$ cat config.mk
export PLATFORM = sky130hd
export DESIGN_NAME = dtw_result_reader
export DESIGN_NICKNAME = d
export VERILOG_FILES = /design/src/rtl/dtw_pkg.sv /design/src/rtl/dtw_result_reader.sv
export SDC_FILE = /design/constraint.sdc
export NUM_CORES = 1
export LEC_CHECK = 0
export CORE_UTILIZATION = 45
export DETAILED_ROUTE_END_ITERATION = 10
export PLACE_DENSITY = 0.78
export SYNTH_ARGS = -nofsm -noshare
export SYNTH_HDL_FRONTEND = slang
export SYNTH_SLANG_ARGS = --single-unit
$ cat constraint.sdc
create_clock -name clk -period 2.4 [get_ports clk]
set_input_delay 0.48 -clock clk [delete_from_list [all_inputs] [get_ports clk]]
set_output_delay 0.48 -clock clk [all_outputs]
set_load 0.005 [all_outputs]
$ cat src/rtl/dtw_pkg.sv
// Shared DTW definitions: result record word layout and reader FSM encoding.
package dtw_pkg;

  // Word order of a result record as serialised by the DTW core
  localparam int unsigned RES_W_QID = 0;
  localparam int unsigned RES_W_POS = 1;
  localparam int unsigned RES_W_VAL = 2;
  localparam int unsigned RES_WORDS = 3;

  // Result reader FSM encoding
  typedef enum logic {
    ST_COLLECT = 1'b0,
    ST_PRESENT = 1'b1
  } rr_state_e;

endpackage : dtw_pkg

$ cat src/rtl/dtw_result_reader.sv
// Drains 3-word DTW result records from the sink FIFO and presents them as
// one parallel record over a valid/ready handshake, with match flag, record
// counter and sticky framing-error flag.
module dtw_result_reader
  import dtw_pkg::*;
#(
  parameter int unsigned axi_dwidth = 32,
  parameter int unsigned dtw_dwidth = 16,
  parameter int unsigned CNT_WIDTH  = 32
) (
  input  logic                  clk,
  input  logic                  rst_n,
  input  logic                  enable,
  input  logic                  clear_stats,
  input  logic [dtw_dwidth-1:0] match_threshold,
  output logic                  sink_fifo_rden,
  input  logic                  sink_fifo_empty,
  input  logic [axi_dwidth-1:0] sink_fifo_data,
  output logic                  res_valid,
  input  logic                  res_ready,
  output logic [axi_dwidth-1:0] res_qid,
  output logic [axi_dwidth-1:0] res_position,
  output logic [dtw_dwidth-1:0] res_minval,
  output logic                  res_match,
  output logic [CNT_WIDTH-1:0]  res_count,
  output logic                  frame_err
);

  localparam int unsigned IDX_W = 2;
  localparam logic [IDX_W-1:0] SLOT_QID = IDX_W'(RES_W_QID);
  localparam logic [IDX_W-1:0] SLOT_POS = IDX_W'(RES_W_POS);
  localparam logic [IDX_W-1:0] SLOT_VAL = IDX_W'(RES_W_VAL);
  localparam logic [IDX_W-1:0] N_WORDS  = IDX_W'(RES_WORDS);

  rr_state_e        state_q, state_d;
  logic [IDX_W-1:0] issue_cnt_q;
  logic [IDX_W-1:0] cap_cnt_q;
  logic             rd_pend_q;
  logic             accept_c;
  logic             last_cap_c;

  assign res_valid  = (state_q == ST_PRESENT);
  assign accept_c   = res_valid && res_ready;
  assign last_cap_c = rd_pend_q && (cap_cnt_q == SLOT_VAL);

  // FSM state register
  always_ff @(posedge clk or negedge rst_n) begin
    if (!rst_n) begin
      state_q <= ST_COLLECT;
    end else begin
      state_q <= state_d;
    end
  end

  // Next state and FIFO read strobe; reads only while collecting, never on empty
  always_comb begin
    state_d        = state_q;
    sink_fifo_rden = 1'b0;
    case (state_q)
      ST_COLLECT: begin
        sink_fifo_rden = enable && !sink_fifo_empty && (issue_cnt_q < N_WORDS);
        if (last_cap_c) state_d = ST_PRESENT;
      end
      ST_PRESENT: begin
        if (accept_c) state_d = ST_COLLECT;
      end
      default: state_d = ST_COLLECT;
    endcase
  end

  // Issue/capture bookkeeping; FIFO data lands one cycle after the strobe
  always_ff @(posedge clk or negedge rst_n) begin
    if (!rst_n) begin
      rd_pend_q   <= 1'b0;
      issue_cnt_q <= '0;
      cap_cnt_q   <= '0;
    end else begin
      rd_pend_q <= sink_fifo_rden;
      if (accept_c) begin
        issue_cnt_q <= '0;
        cap_cnt_q   <= '0;
      end else begin
        if (sink_fifo_rden) issue_cnt_q <= issue_cnt_q + IDX_W'(1);
        if (rd_pend_q)      cap_cnt_q   <= cap_cnt_q + IDX_W'(1);
      end
    end
  end

  // Record slots; held while presenting because no capture can occur then
  always_ff @(posedge clk or negedge rst_n) begin
    if (!rst_n) begin
      res_qid      <= '0;
      res_position <= '0;
      res_minval   <= '0;
      res_match    <= 1'b0;
    end else if (rd_pend_q) begin
      case (cap_cnt_q)
        SLOT_QID: res_qid      <= sink_fifo_data;
        SLOT_POS: res_position <= sink_fifo_data;
        SLOT_VAL: begin
          res_minval <= sink_fifo_data[dtw_dwidth-1:0];
          res_match  <= (sink_fifo_data[dtw_dwidth-1:0] <= match_threshold);
        end
        default: ;
      endcase
    end
  end

  // Statistics: saturating record count and sticky framing error, clear wins
  always_ff @(posedge clk or negedge rst_n) begin
    if (!rst_n) begin
      res_count <= '0;
      frame_err <= 1'b0;
    end else if (clear_stats) begin
      res_count <= '0;
      frame_err <= 1'b0;
    end else begin
      if (accept_c && (res_count != '1)) res_count <= res_count + CNT_WIDTH'(1);
      if (last_cap_c && (|sink_fifo_data[axi_dwidth-1:dtw_dwidth])) frame_err <= 1'b1;
    end
  end

endmodule : dtw_result_reader

==> impl_metrics.json <==
{
  "cp_max_fo": 3,
  "rows": 40,
  "gp_congestion": 0.825,
  "yosysSeqAreaShare_pct": 54.5,
  "grt_first_pass_wirelength_um": 23500,
  "syn_nets": 540,
  "power_frac_seq_pct": 36.6,
  "wl_per_cell_um": 17.3,
  "grt_start_max_net_pins": 44,
  "r2r_start": "res_count[15]",
  "die-area_um2": 12700,
  "synth_xor_area_share_pct": 1.11,
  "syn-instance-count": 465,
  "comb_power_share_pct": 33.2,
  "critPathArrivalTime_ns": 1.83,
  "ir_worst_vdd_v": 0.000443,
  "hpwl_um": 10300,
  "required_ns": 1.92,
  "die_x_um": 113,
  "p_sw_mw": 2.32,
  "maxCapViolCount": 0,
  "first_pass_iters": 4,
  "powerDensity_nw_per_um2": 1050,
  "skew_ns": 0.00636,
  "synth_flop_cell": "dfrtp_1",
  "core_area_um2": 12000,
  "ys_warn_count": 0,
  "synthArstFlopShare_pct": 100,
  "clockBufferDepth": 2,
  "min_period_ns": 2.31,
  "synth.distinct_cells": 39,
  "postSynthAreaPerCell_um2": 11.9,
  "p_int_mw": 6.40,
  "synth_compound_area_share_pct": 6.56,
  "grt_use_total_pct": 24.2,
  "period_share_pct": 96.2,
  "root_buffer": "clkbuf_16",
  "area_growth_pct": 50.9,
  "drt_iter0_drc": 277,
  "die_h_um": 113,
  "initial_core_util_pct": 46.1,
  "grt-ovfl-total": 0,
  "leakagePower_nw": 3.55,
  "slew-limit-headroom_pct": 59.0,
  "cts_sinks": 120,
  "worst_setup_path_start_kind": "flip-flop",
  "status": "finished, final reports clean",
  "io_buffer_count": 169,
  "final_common_cell": "clkdlybuf4s50_1",
  "ys_ff_latch": 120,
  "final_cell_mix": "clkdlybuf4s50_1 (168), dfrtp_1 (120), mux2_2 (80)",
  "num_io_pins": 170,
  "drtAntennaViolNets": 0,
  "nets": 753,
  "netlist_area_um2": 5510,
  "viasPerCell": 5.36,
  "r2r-end": "res_count[7]",
  "hp-class": "primary input to async pin",
  "postCtsHoldBufs": 0,
  "wirelength_um": 14500,
  "numCtsBuffers": 17,
  "drive_gt1_share_pct": 24.0,
  "worstSetupEndpointType": "output pin",
  "diodes": 0,
  "vias": 4492,
  "grt_pass1_vias": 4651,
  "netSwitchingFraction_pct": 26.6,
  "drcViolationCount": 0,
  "cts_max_level": 4,
  "p_clk_share_pct": 30.2,
  "tightestPinTransition_ns": 0.613,
  "r2r.worst_path.cells": 7,
  "cts_tree": "done",
  "finalSetupViolCount": 0,
  "synthMuxAreaShare_pct": 17.9,
  "synth-simple-area-share_pct": 12.2,
  "critPathKind": "flip-flop to output pin",
  "pre_cts_ws_ns": -0.0784,
  "synthAdderAreaFrac_pct": 4.77,
  "clkTransAtPathRegs_ns": 0.06,
  "setup_tns_ns": 0,
  "finalPower_mw": 8.73,
  "r2r_slack_ns": 0.12,
  "rsz0062_at_grt": "false",
  "fmax_mhz": 433,
  "clk_latency_ns": 0.41,
  "synth_top_family_by_area": "multiplexers",
  "finalWorstSetupSlack_ns": 0.0919,
  "slew_violations": 0,
  "synth_enable_flop_cells": 0,
  "hold_viol_final": 0,
  "antenna_found_initial": 0
}
sequential cells by signal, indices dropped and copies added, names as in the netlist:
| signal | flops |
|---|---|
| cap_cnt_q | 2 |
| frame_err | 1 |
| issue_cnt_q | 2 |
| rd_pend_q | 1 |
| res_count | 32 |
| res_match | 1 |
| res_minval | 16 |
| res_position | 32 |
| res_qid | 32 |
| res_valid | 1 |
critical path: stages, from the launching register on:
cell,delay (ns)
dfrtp_1,0.40
ha_1,0.24
nor4b_4,0.24
clkdlybuf4s50_1,0.54
power groups by stage:
stage	registers (mW)	clock network, mW	logic, mW
2_1_floorplan	3.22	0	0.954
3_3_place_gp	3.16	0	2.79
3_5_place_dp	3.21	0	2.88
4_1_cts	3.19	2.68	2.91
5_1_grt	3.29	2.79	3.09
6_report	3.19	2.64	2.90
final cells by class:
cell class	count	area (µm²)
flip-flops and latches	120	3000
clock buffers	17	425
multi-input cells	302	2370
inverters	23	86.3
clock inverters	15	190
fillers	840	3640
repair buffers	214	2060
well taps	147	184
logic make-up after synthesis:
kind of cell	after synthesis
fa+ha+maj	21
xor+xnor	7
compound gates	59
flops	120
buf+inv	43
simple gates	127
mux	88
through the flow:
stage	instance area (µm²)	hold WS (ns)	util, %	instances
finish	8320	0.0466	69.6	838
global route	8320	0.0810	69.6	838
CTS	8290	0.0627	69.3	837
detailed placement	7660	0.489	64.1	805
global placement	7660	0.469	64.1	805
floorplan	5510	0.184	-	465
Yosys cell counts (all sizes together), types with 2 or more instances:
master    n  area share (%)
ha       21             4.8
or3      11             1.2
clkbuf   10            0.68
nand4    11             1.5
xnor2     4            0.64
inv      23             1.6
nor4      7            0.79
nor2     26             1.8
dfrtp   120              54
nor2b    10             1.1
o31ai     9             1.5
nand2    23             1.6
a21oi    24             2.2
and4      2            0.32
buf      10            0.73
mux2i     3            0.54
o21ai    16             1.5
nand3    11             1.0
mux2     85              17
xor2      3            0.48
or2       3            0.34
or4       8             1.1
o211ai    2            0.27
nor3     12             1.1
per-layer routing:
metal | routed length [µm] | track usage [%] | vias up
met5 | 0 | 0 | -
met4 | 129 | 7.64 | 0
met1 | 5990 | 28.6 | 2208
met2 | 7430 | 42.6 | 164
li1 | - | - | 2105
met3 | 944 | 6.59 | 15
worst max path at each step:
stage | start | endpoint | slack, ns
after global placement | res_ready | res_count[18] | -0.05
after CTS | res_count[15] | res_count[23] | 0.04
after global routing | issue_cnt_q[0] | sink_fifo_rden | 0.005
after floorplan | res_count[21] | res_count[23] | 0.27
final | issue_cnt_q[0] | sink_fifo_rden | 0.09
after detailed placement | res_ready | res_count[12] | -0.08
timing repair:
action                     CTS  global route
pin swaps                    1             1
resized for setup            2             1
setup endpoints to repair    6             8
buffers inserted             0             1
(Power assumes the default switching activity.)
